File: config.mk
export PLATFORM = sky130hd
export DESIGN_NAME = cap_pad_emulator
export DESIGN_NICKNAME = d
export VERILOG_FILES = /design/src/rtl/cap_pad_emulator.sv
export SDC_FILE = /design/constraint.sdc
export NUM_CORES = 1
export LEC_CHECK = 0
export ABC_AREA = 1
export ABC_CLOCK_PERIOD_IN_PS = 1600
export CORE_MARGIN = 4
export CORE_UTILIZATION = 46
export CTS_CLUSTER_DIAMETER = 50
export DETAILED_ROUTE_END_ITERATION = 6
export PLACE_DENSITY = 0.74
export RECOVER_POWER = 100
export SLEW_MARGIN = 20
export SYNTH_ARGS = -nofsm -noshare
export SYNTH_HDL_FRONTEND = slang
export SYNTH_SLANG_ARGS = --single-unit
File: constraint.sdc
create_clock -name clk -period 1.6 [get_ports clk]
set_input_delay 0.16 -clock clk [delete_from_list [all_inputs] [get_ports clk]]
set_output_delay 0.16 -clock clk [all_outputs]
set_load 0.05 [all_outputs]
File: src/rtl/cap_pad_emulator.sv
// cap_pad_emulator: capacitive touch pad model answering a sensor's discharge/release/measure sequence
module cap_pad_emulator #(
    parameter int WIDTH       = 8,
    parameter int BASE_CYCLES = 16,
    parameter int TOUCH_EXTRA = 48
) (
    input  logic             clk,
    input  logic             rst_n,
    input  logic             pad_out,
    input  logic             pad_oe,
    input  logic             touch,
    output logic             pad_in,
    output logic             charge_done,
    output logic [WIDTH-1:0] rise_cycles,
    output logic [7:0]       charge_count
);
    typedef enum logic [1:0] {DISCHARGED, CHARGING, CHARGED, HELD_HIGH} state_t;
    localparam logic [WIDTH-1:0] THR_BASE  = WIDTH'(BASE_CYCLES);
    localparam logic [WIDTH-1:0] THR_TOUCH = WIDTH'(BASE_CYCLES + TOUCH_EXTRA);
    state_t           state;
    state_t           driven;
    logic [WIDTH-1:0] cnt;
    logic [WIDTH-1:0] thr;
    logic             touch_q;
    assign thr    = touch_q ? THR_TOUCH : THR_BASE;
    assign driven = pad_out ? HELD_HIGH : DISCHARGED;
    assign pad_in = (state == CHARGED) || (state == HELD_HIGH);
    always_ff @(posedge clk) begin
        if (!rst_n) begin
            state        <= DISCHARGED;
            cnt          <= '0;
            touch_q      <= 1'b0;
            charge_done  <= 1'b0;
            rise_cycles  <= '0;
            charge_count <= '0;
        end else begin
            charge_done <= 1'b0;
            case (state)
                DISCHARGED: begin
                    if (pad_oe) begin
                        state <= driven;
                        cnt   <= '0;
                    end else begin
                        state   <= CHARGING;
                        cnt     <= WIDTH'(1);
                        touch_q <= touch;
                    end
                end
                CHARGING: begin
                    // a re-drive always beats completion, even on the threshold cycle
                    if (pad_oe) begin
                        state <= driven;
                        cnt   <= '0;
                    end else begin
                        cnt <= cnt + 1'b1;
                        if (cnt + 1'b1 == thr) begin
                            state        <= CHARGED;
                            charge_done  <= 1'b1;
                            rise_cycles  <= thr;
                            charge_count <= charge_count + 1'b1;
                        end
                    end
                end
                CHARGED: begin
                    if (pad_oe) begin
                        state <= driven;
                        cnt   <= '0;
                    end
                end
                HELD_HIGH: begin
                    state <= pad_oe ? driven : CHARGED;
                    cnt   <= '0;
                end
                default: state <= DISCHARGED;
            endcase
        end
    end
endmodule
* After elaboration in Yosys (flattened, before gate mapping)
Index checks and enable logic that the tools add are counted.
** Storage, ports and cells
- Output and inout port bits :: 18
- Latch bits :: 0
- Memory bits (read-only) :: 0
- Input bits :: 5
- Register bits after elaboration :: 28
- Memories kept :: 0
- Word-level logic and storage cells :: 36
- Memory bits (writable) :: 0
** Cells by class
- Add/sub/neg operators :: 2
- Reduce and logical (&&, ||, !) cells :: 6
- Equal/unequal tests :: 6
- Mux-type cells :: 13
- Magnitude comparators :: 0
- Bitwise gates (word level) :: 3
- Multipliers :: 0
- Shift-type cells :: 0
- Div/mod/pow operators :: 0
** Operators by type and width (count)
- $pmux W8 S4 :: 1
- $add A8 B1 Y8 const B :: 2
- $mux W8 :: 2
- $mux W2 :: 6
- $eq A8 B7 Y1 :: 1
- $pmux W2 S4 :: 1
- $mux W7 :: 1
- $eq A2 B2 Y1 const B :: 2
- $reduce_and A2 Y1 :: 2
- $ne A3 B3 Y1 const B :: 1
- $not A1 Y1 :: 3
- $reduce_and A3 Y1 :: 1
- $reduce_or A3 Y1 :: 1
- $eq A2 B1 Y1 const B :: 1
- $logic_not A2 Y1 :: 1
- $mux W1 :: 2
- $ne A2 B2 Y1 const B :: 1
- $logic_or A1 B1 Y1 :: 1

* Logic depth before layout (Yosys ltp)
Gate-level depths: netlist (run 1).
- Depth after elaboration :: 5
- Mapped depth :: 11
- Gate-level depth less buffers :: 11

* Least setup slack after synthesis (run 1)
OpenSTA, ideal clock, no wires.
- Kind :: register to register
- Start point :: register charge_count[0]
- End point :: register charge_count[6]
- Cell stages (with the launch flop) :: 8
- Buffers on the path :: 0
- Setup time :: 0.070 ns
- Slack :: -0.044 ns
- Required time :: 1.530 ns
- Arrival :: 1.573 ns
- Clock period less this slack :: 1.644 ns
- Cell sequence :: dfxtp_1 ha_1 inv_1 nor3_1 nand3b_1 nand2_1 nand4_1 a21oi_1
** On the way
- Word-level cells in the longest chain between the ends :: 1
** RTL lines
- start: declaration :: line 15 : output logic [7:0] charge_count
- start signal: assignment :: line 60 : charge_count <= charge_count + 1'b1;
- $add A8 B1 Y8 :: line 60
Every way passes these cells.
A chain may end at the register's enable or synchronous reset.

* Worst setup path after layout (run 1)
- Start point :: register cnt[1]
- End point :: register charge_count[0]
** On the way
- Word-level cells in the longest chain between the ends :: 3
** RTL lines
- start: declaration :: line 22 : logic [WIDTH-1:0] cnt;
- start signal: assignment :: line 55 : cnt <= cnt + 1'b1;
- $add A8 B1 Y8 :: line 56 : if (cnt + 1'b1 == thr) begin
- $eq A8 B7 Y1 :: line 56
- $reduce_and A3 Y1 (no line)
Every way passes these cells.

==> flow_summary_export.csv, run 1 <==
group,metric,value,unit
run_status,outcome,"finished clean",
clock_tree,cts.clk_slew.worst_paths,0.14,ns
yosys,synth-edff-count,0,
sta,fin_ws,0.0816,ns
pwr,p_per_area,744,nW/um2
clock_tree,cts.sinks,22,
worst_setup_path,r2r_cells,10,
routing,wire_per_inst,12.6,um
yosys,ys_top_cells_by_count,"48 x nand2_1, 22 x dfxtp_1, 20 x a21oi_1, 14 x nand4_1, 13 x inv_1",
worst_setup_path,worst_path_max_delay_cell,"dfxtp_2",
floorplan,chipHeight,60.8,um
yosys,synth_top_area_frac,0.344,
sta,fmax,659,MHz
routing,drt-total-wl,2900,um
placement,dpl.hpwl,2100,um
floorplan,rows,18,
worst_setup_path,start_kind,"register",
sta,period_needed,1.52,ns
worst_setup_path,path_common_cell,"nand2_1",
sta,rsz0062_at_grt,"true",
worst_setup_path,crit_type,"register to register",
floorplan,die_x,60.8,um
sta,fin_hold_ws,0.467,ns
pwr,power,1.13,mW
placement,gp_congestion,0.815,
floorplan,dieArea,3690,um2
worst_setup_path,path_cells,"buf_4 -> nand3_2 -> nand2_1 -> nand2_1 -> nor2_4 -> nand2_2 -> nor2_4 -> nand3_4 -> nand2_1 -> a21oi_1",
yosys,synthTopCellsByArea,"dfxtp_1 34%, nand2_1 14%, a21oi_1 7.8%, nand4_1 6.8%, buf_4 5.3%",
finish,antenna_cells,0,
sta,hold_violations,0,
sta,setup_viol,0,
routing,vias,1253,
yosys,avgSynthCellArea,7.12,um2
global_routing,antenna_found_initial,0,
min_path,hp-class,"input pin to register",
sta,post-route-period-util,0.949,
sta,max_slew_margin,0.603,
global_routing,overflow,0,
pwr,leakage,0.575,nW
yosys,synthMostInstantiatedCell,"nand2_1",
clock_tree,cts_tree,"yes",
worst_setup_path,worstPathMaxFanout,11,
routing,drtPass1Iterations,4,
floorplan,num_io_pins,23,
finish,fin_nets,209,
clock_tree,cts_buffer_depth,2,
worst_setup_path,critPathArrivalTime,1.74,ns
worst_setup_path,critPathCaptureType,"register",
sta,report.final.slew_viol_count,0,
yosys,synth.distinct_cells,28,
routing,drt.antenna.violating_nets,0,
global_routing,grt_pass1_wl,4930,um
pwr,ir_drop,570,uV
sta,worst-slew-pin-transition,0.598,ns
floorplan,core,2570,um2
sta,skew,0.00443,ns
min_path,hold_depth,3,
worst_setup_path,required,1.82,ns
global_routing,grt_max_degree,14,
yosys,synthArstFlopShare,0,
finish,nFillCells,246,
yosys,syn_inst,180,
clock_tree,root_buffer,"clkbuf_4",
finish,utilization,0.593,
yosys,yosysWarnings,0,
finish,synthToLayoutAreaGrowth,18.8,%
finish,drive_gt1_frac,0.234,
clock_tree,numCtsBuffers,3,
global_routing,track_usage,0.176,
floorplan,initial_utilization,0.499,
yosys,ys_seq_area_frac,0.344,
yosys,yosys.area.top_type,"dfxtp_1",
placement,preCtsSetupSlack,-0.0435,ns
clock_tree,ctsHoldBuffers,0,
yosys,ys.flop_type,"dfxtp_1",
yosys,ys_ff_latch,22,
yosys,syn_area,1280,um2
routing,drtIter0Drc,32,
clock_tree,cts_htree_levels,1,
routing,vias_per_cell,5.42,
run,cap_violations,0,
global_routing,grt_pass1_vias,1176,
clock_tree,cts_setup_buffers,0,
routing,drcViolationCount,0,
clock_tree,insertion_delay,0.32,ns
worst_setup_path,cpPeakStageDelay,0.37,ns
placement,port_buffers,16,
-- stage by stage --
| stage | area, um2 | instances | setup TNS (ns) |
|---|---|---|---|
| CTS | 1520 | 231 | 0 |
| floorplan | 1300 | 185 | 0 |
| global placement | 1450 | 227 | 0 |
| detailed placement | 1450 | 227 | -0.262 |
| global route | 1520 | 231 | -0.213 |
| finish | 1520 | 231 | 0 |
-- sequential cells by signal, summed over array words and instances, names as in the netlist --
name          count
charge_count      8
cnt               8
rise_cycles       2
state             2
charge_done       1
touch_q           1
-- path summary, 6_finish.rpt --
kind	slack, ns	end	from
setup / recovery	0.08	charge_count[0]	cnt[1]
hold / removal	0.47	cnt[2]	rst_n
setup reg to reg	0.08	charge_count[0]	cnt[1]
hold reg to reg	0.47	rise_cycles[6]	rise_cycles[6]
-- layout make-up --
cell class	count	area, um2	share of cell area
Clock inverter	1	30.0	0.0197
Timing Repair Buffer	27	183	0.120
Clock buffer	3	22.5	0.0148
Tap cell	30	37.5	0.0247
Inverter	15	56.3	0.0370
Multi-Input combinational cell	133	741	0.487
Sequential cell	22	452	0.297
-- logic make-up (layout without fill, tap and decap cells) --
| group | after synthesis | count (layout) | share of synthesized area |
|---|---|---|---|
| buf+inv | 30 | 46 | 0.127 |
| flops | 22 | 22 | 0.344 |
| fa+ha+maj | 2 | 2 | 0.0195 |
| compound gates | 29 | 29 | 0.122 |
| xor+xnor | 4 | 4 | 0.0273 |
| other cells | 1 | 6 | 0.00293 |
| simple gates | 92 | 92 | 0.357 |
-- critical path, delay by kind of cell (launching register included) --
| family | cells | cell delay [ns] |
|---|---|---|
| compound gates | 1 | 0.07 |
| buf+inv | 1 | 0.13 |
| flops | 1 | 0.37 |
| simple gates | 8 | 0.82 |
-- cell usage in the layout (no fill, tap or decap), drive strengths merged --
| cell | instances |
|---|---|
| nand2 | 53 |
| dfxtp | 22 |
| a21oi | 20 |
| inv | 15 |
| clkbuf | 15 |
| nand4 | 14 |
| buf | 10 |
| nand3 | 10 |
| nor2 | 10 |
| conb | 6 |
| o21ai | 5 |
| clkdlybuf4s50 | 3 |
| nor3 | 3 |
| nand3b | 2 |
| o21bai | 2 |
| xor2 | 2 |
| xnor2 | 2 |
| ha | 2 |
| a22oi | 1 |
| a2111oi | 1 |
| bufinv | 1 |
| dlygate4sd3 | 1 |
| dlygate4sd2 | 1 |
-- metal layers --
metal,GRT usage,routed length [um],vias to the layer above
met1,0.220,1330,591
met2,0.302,1390,30
li1,-,-,626
met3,0.0277,141,6
met5,0,0,-
met4,0.0712,38,0
-- power by group --
group / internal (mW) / leakage (nW) / switching, mW
registers: 0.556 / 0.182 / 0.0108
clock network: 0.253 / 0.0279 / 0.190
logic: 0.0329 / 0.366 / 0.0896
-- what timing repair did --
| action | CTS | global route |
|---|---|---|
| gates resized for setup | 5 | 14 |
| endpoints found under the setup margin | 11 | 12 |
| pin swaps | 1 | 11 |
| gates cloned | 0 | 0 |
Power figures use the tool's default switching activity.
==> run 2: changes to the inputs <==
CORE_UTILIZATION = 41   (was 46)
PLACE_DENSITY = 0.67   (was 0.74)
==> flow_summary_export.csv, run 2 (same netlist as run 1, synthesis figures left out) <==
group,metric,value,unit
placement,dpl.hpwl,2160,um
global_routing,grt_pass1_wl,5180,um
finish,stdcell_area,1660,um2
clock_tree,cts_buffer_depth,2,
routing,drt.antenna.violating_nets,0,
sta,rsz0062_at_grt,"true",
routing,drtIter0Drc,50,
run,cap_violations,0,
clock_tree,cts_htree_levels,1,
clock_tree,cts_tree,"yes",
sta,fin_ws,0.00434,ns
floorplan,initial_utilization,0.423,
global_routing,grt_max_degree,14,
sta,setup_viol,0,
placement,port_buffers,16,
floorplan,rows,20,
min_path,hold_depth,3,
floorplan,dieArea,4080,um2
routing,vias,1306,
worst_setup_path,r2r_cells,10,
placement,gp_congestion,0.750,
worst_setup_path,start_kind,"register",
clock_tree,ctsHoldBuffers,0,
sta,report.final.slew_viol_count,0,
floorplan,num_io_pins,23,
worst_setup_path,worstPathMaxFanout,7,
placement,dpl-instance-area,1480,um2
floorplan,die_x,63.9,um
routing,vias_per_cell,5.22,
clock_tree,root_buffer,"clkbuf_4",
sta,post-route-period-util,0.997,
clock_tree,cts.clk_slew.worst_paths,0.13,ns
worst_setup_path,critPathArrivalTime,1.86,ns
sta,skew,0.00239,ns
floorplan,chipHeight,63.9,um
clock_tree,cts.sinks,22,
routing,wire_per_inst,12.7,um
sta,period_needed,1.60,ns
pwr,ir_drop,344,uV
global_routing,grt_pass1_vias,1222,
clock_tree,insertion_delay,0.32,ns
sta,fin_tns_setup,0,ns
finish,drive_gt1_frac,0.301,
finish,instances_no_fill,250,
placement,preCtsSetupSlack,-0.0474,ns
finish,biggestRegsByFlops,"charge_count x8, cnt x8",
worst_setup_path,required,1.86,ns
clock_tree,numCtsBuffers,3,
global_routing,track_usage,0.157,
pwr,power,1.13,mW
routing,drcViolationCount,0,
finish,final_cell_mix,"46 x nand2_1, 23 x buf_4, 17 x a21oi_1",
worst_setup_path,crit_type,"register to register",
finish,nFillCells,293,
finish,final_common_cell,"nand2_1",
floorplan,core,3030,um2
sta,hold_violations,0,
finish,antenna_cells,0,
placement,placedCellCount,243,
worst_setup_path,critPathCaptureType,"register",
sta,fmax,627,MHz
run_status,outcome,"finished clean",
pwr,leakage,0.628,nW
finish,fin_nets,214,
finish,synthToLayoutAreaGrowth,29.4,%
routing,drtPass1Iterations,5,
global_routing,antenna_found_initial,0,
pwr,p_per_area,683,nW/um2
global_routing,overflow,0,
routing,drt-total-wl,3170,um
min_path,hp-class,"input pin to register",
[run 2: cell types whose count changed in the layout (fill, tap and decap cells not counted), moves of 2 or more]
cell / before / now
buf_4: 8 / 23
buf_6: 2 / 4
clkbuf_1: 7 / 0
clkbuf_2: 5 / 0
dfxtp_4: 1 / 3
nand3_4: 1 / 3
[run 2: timing repair]
item | in CTS | in global routing
pin swaps | 0 | 22
endpoints found under the setup margin | 11 | 13
cloned | 0 | 1
endpoints found under the hold margin | 0 | 0
buffers inserted | 0 | 2
resized for setup | 6 | 22
[run 2: path summary, 6_finish.rpt]
check                     to  slack (ns)      startpoint
max reg2reg  charge_count[1]       0.004          cnt[1]
min reg2reg   rise_cycles[6]        0.48  rise_cycles[6]
max          charge_count[1]       0.004          cnt[1]
min                   cnt[2]        0.44           rst_n
[run 2: area by class of cell]
| type | count | area [um2] | area share |
|---|---|---|---|
| repair buffers | 31 | 258 | 0.155 |
| multi-input cells | 134 | 778 | 0.469 |
| well taps | 44 | 55.1 | 0.0332 |
| clock inverters | 1 | 30.0 | 0.0181 |
| flip-flops and latches | 22 | 458 | 0.276 |
| inverters | 15 | 56.3 | 0.0340 |
| clock buffers | 3 | 22.5 | 0.0136 |
[run 2: routing by layer]
metal,up-vias,share of wire,GRT usage
met3,13,0.058,0.0176
met4,0,0.029,0.0728
li1,638,-,-
met1,603,0.41,0.177
met5,-,0,0
met2,52,0.51,0.290
[run 2: critical path, stage by stage (launching register included)]
cell and delay, ns:
dfxtp_2 0.37, buf_4 0.15, nand3_4 0.09, nand2_1 0.08, nand2_2 0.07, nor2_4 0.08
nand2_2 0.07, nor2_4 0.22, buf_6 0.16, nand4_1 0.11, a21oi_2 0.13
[run 2: per-stage QoR]
step,utilization,hold WS (ns)
finish,0.548,0.437
CTS,0.512,0.457
global placement,0.488,0.455
detailed placement,0.488,0.462
floorplan,-,0.250
global route,0.548,0.457
[run 2: power breakdown]
part	internal [mW]	switching, mW
logic	0.0397	0.0912
registers	0.552	0.0106
clock network	0.254	0.184
==> run 3: changes to the inputs <==
CELL_PAD_IN_SITES_DETAIL_PLACEMENT = 0   (was unset)
CELL_PAD_IN_SITES_GLOBAL_PLACEMENT = 2   (was unset)
CORE_UTILIZATION = 26   (was 41)
PLACE_DENSITY = unset   (was 0.67)
PLACE_DENSITY_LB_ADDON = 0.1   (was unset)
==> flow_summary_export.csv, run 3 (same netlist as run 1, synthesis figures left out) <==
group,metric,value,unit
run_status,outcome,"finished clean",
sta,skew,0.00490,ns
sta,worst-slew-pin-transition,0.608,ns
routing,drt-total-wl,3380,um
routing,vias_per_cell,4.59,
clock_tree,cts.sinks,22,
finish,synthToLayoutAreaGrowth,30.0,%
min_path,hold_end,"rise_cycles[6]",
sta,fmax,648,MHz
floorplan,initial_utilization,0.269,
pwr,power,1.24,mW
finish,seqCellArea,454,um2
placement,dpl.hpwl,2320,um
finish,multiInputGateArea,778,um2
min_path,hold_depth,2,
placement,dpl-instance-area,1490,um2
finish,nFillCells,524,
worst_setup_path,cpPeakStageDelay,0.37,ns
sta,setup_viol,0,
floorplan,num_io_pins,23,
worst_setup_path,r2r-start,"cnt[1]",
floorplan,core,4750,um2
floorplan,die_x,78.2,um
clock_tree,ctsHoldBuffers,0,
clock_tree,cts_tree,"yes",
routing,drtPass1Iterations,4,
routing,wire_per_inst,12.4,um
sta,hold_violations,0,
worst_setup_path,critPathArrivalTime,1.75,ns
clock_tree,numCtsBuffers,3,
finish,final_cell_mix,"44 x nand2_1, 17 x a21oi_1, 15 x dfxtp_1",
worst_setup_path,rr_endpoint,"charge_count[7]",
pwr,leakage,0.574,nW
finish,antenna_cells,0,
finish,stdcell_area,1670,um2
worst_setup_path,critPathCaptureType,"register",
routing,drcViolationCount,0,
worst_setup_path,crit_type,"register to register",
sta,fin_hold_ws,0.483,ns
floorplan,dieArea,6120,um2
worst_setup_path,path_common_cell,"nand2_2",
global_routing,grt_pass1_wl,5360,um
pwr,p_per_area,742,nW/um2
worst_setup_path,worst_path_max_delay_cell,"dfxtp_2",
clock_tree,cts_htree_levels,1,
finish,drive_gt1_frac,0.243,
worst_setup_path,path_cells,"buf_6 -> nand3_4 -> nand2_2 -> nand2_2 -> nor2_4 -> nand2_2 -> nor2_4 -> buf_6 -> nand4_1 -> a21oi_2",
run,cap_violations,0,
sta,period_needed,1.54,ns
min_path,hp-class,"register to register",
global_routing,track_usage,0.107,
pwr,pwr-share-comb,0.103,
pwr,p_sw_frac,0.254,
pwr,pwr-share-seq,0.456,
global_routing,grt_max_degree,20,
worst_setup_path,ff2ff_setup_slack,0.06,ns
clock_tree,cts_buffer_depth,2,
worst_setup_path,worstPathMaxFanout,5,
clock_tree,insertion_delay,0.27,ns
clock_tree,cts.clk_slew.worst_paths,0.09,ns
clock_tree,root_buffer,"clkbuf_8",
floorplan,rows,25,
pwr,power_switching,313,uW
sta,rsz0062_at_grt,"true",
worst_setup_path,required,1.81,ns
routing,vias,1253,
global_routing,grt_pass1_vias,1144,
pwr,p_int,923,uW
pwr,clock_power_share,0.441,
global_routing,antenna_found_initial,0,
sta,report.final.slew_viol_count,0,
sta,post-route-period-util,0.965,
placement,port_buffers,16,
worst_setup_path,r2r_cells,10,
finish,final_common_cell,"nand2_1",
routing,drt.antenna.violating_nets,0,
pwr,ir_drop,361,uV
global_routing,overflow,0,
routing,drtIter0Drc,66,
finish,fin_nets,214,
placement,gp_congestion,0.748,
min_path,worstHoldStart,"rise_cycles[6]",
floorplan,chipHeight,78.2,um
sta,max_slew_margin,0.597,
worst_setup_path,start_kind,"register",
finish,biggestRegsByFlops,"charge_count x8, cnt x8",
run 3: cell types whose count changed in the layout (fill, tap and decap cells not counted), sizes merged:
| cell | before | now |
|---|---|---|
| buf | 27 | 14 |
| clkbuf | 3 | 16 |
| clkdlybuf4s50 | 4 | 3 |
| dlygate4sd3 | 0 | 1 |
run 3: critical path: cells and delay by family, from the launching register on:
| kind | cells | cell delay (ns) |
|---|---|---|
| and+or+nand+nor | 7 | 0.70 |
| AOI/OAI and AO/OA | 1 | 0.13 |
| buffers and inverters | 2 | 0.27 |
| DFF | 1 | 0.37 |
run 3: worst max-delay path by stage:
stage | from | to | slack, ns | depth (start not counted)
2_1_floorplan | cnt[0] | charge_count[5] | 0.03 | 11
3_3_place_gp | cnt[3] | charge_count[0] | -0.02 | 9
3_5_place_dp | cnt[3] | rise_cycles[4] | -0.04 | 9
4_1_cts | cnt[4] | charge_count[7] | 0.01 | 9
5_1_grt | cnt[1] | charge_count[6] | -0.05 | 10
6_report | cnt[1] | charge_count[7] | 0.06 | 10
run 3: per-stage QoR:
stage / util / instances / setup WS [ns] / setup TNS [ns]
floorplan: - / 185 / 0.0272 / 0
global placement: 0.312 / 263 / -0.0232 / -0.134
detailed placement: 0.312 / 263 / -0.0406 / -0.275
CTS: 0.331 / 267 / 0.0144 / 0
global route: 0.350 / 273 / -0.0481 / -0.363
finish: 0.350 / 273 / 0.0564 / 0
run 3: routing by layer:
layer  vias up  share of wire  global-route usage
met5         -              0                   0
met4         0         0.0071              0.0315
met3         4          0.050              0.0206
met2        29           0.44               0.163
met1       580           0.50               0.151
li1        640              -                   -
run 3: cell type report:
class | count | share of cell area
clock buffer | 3 | 0.0248
clock inverter | 1 | 0.0180
inverter | 15 | 0.0338
multi-input combinational | 134 | 0.467
sequential | 22 | 0.273
tap | 67 | 0.0503
timing repair buffer | 31 | 0.133
run 3: what timing repair did:
action                     in CTS  in global routing
pin swaps                       0                 18
cloned                          0                  3
setup endpoints to repair      10                 12
setup buffers                   0                  3
gates resized for setup         4                 27
run 3: power groups by stage:
stage               clock (mW)  sequential, mW  combinational, mW
floorplan                    0           0.578             0.0927
global placement             0           0.579              0.125
detailed placement           0           0.579              0.125
CTS                      0.553           0.566              0.126
global route             0.572           0.566              0.139
finish                   0.545           0.564              0.127
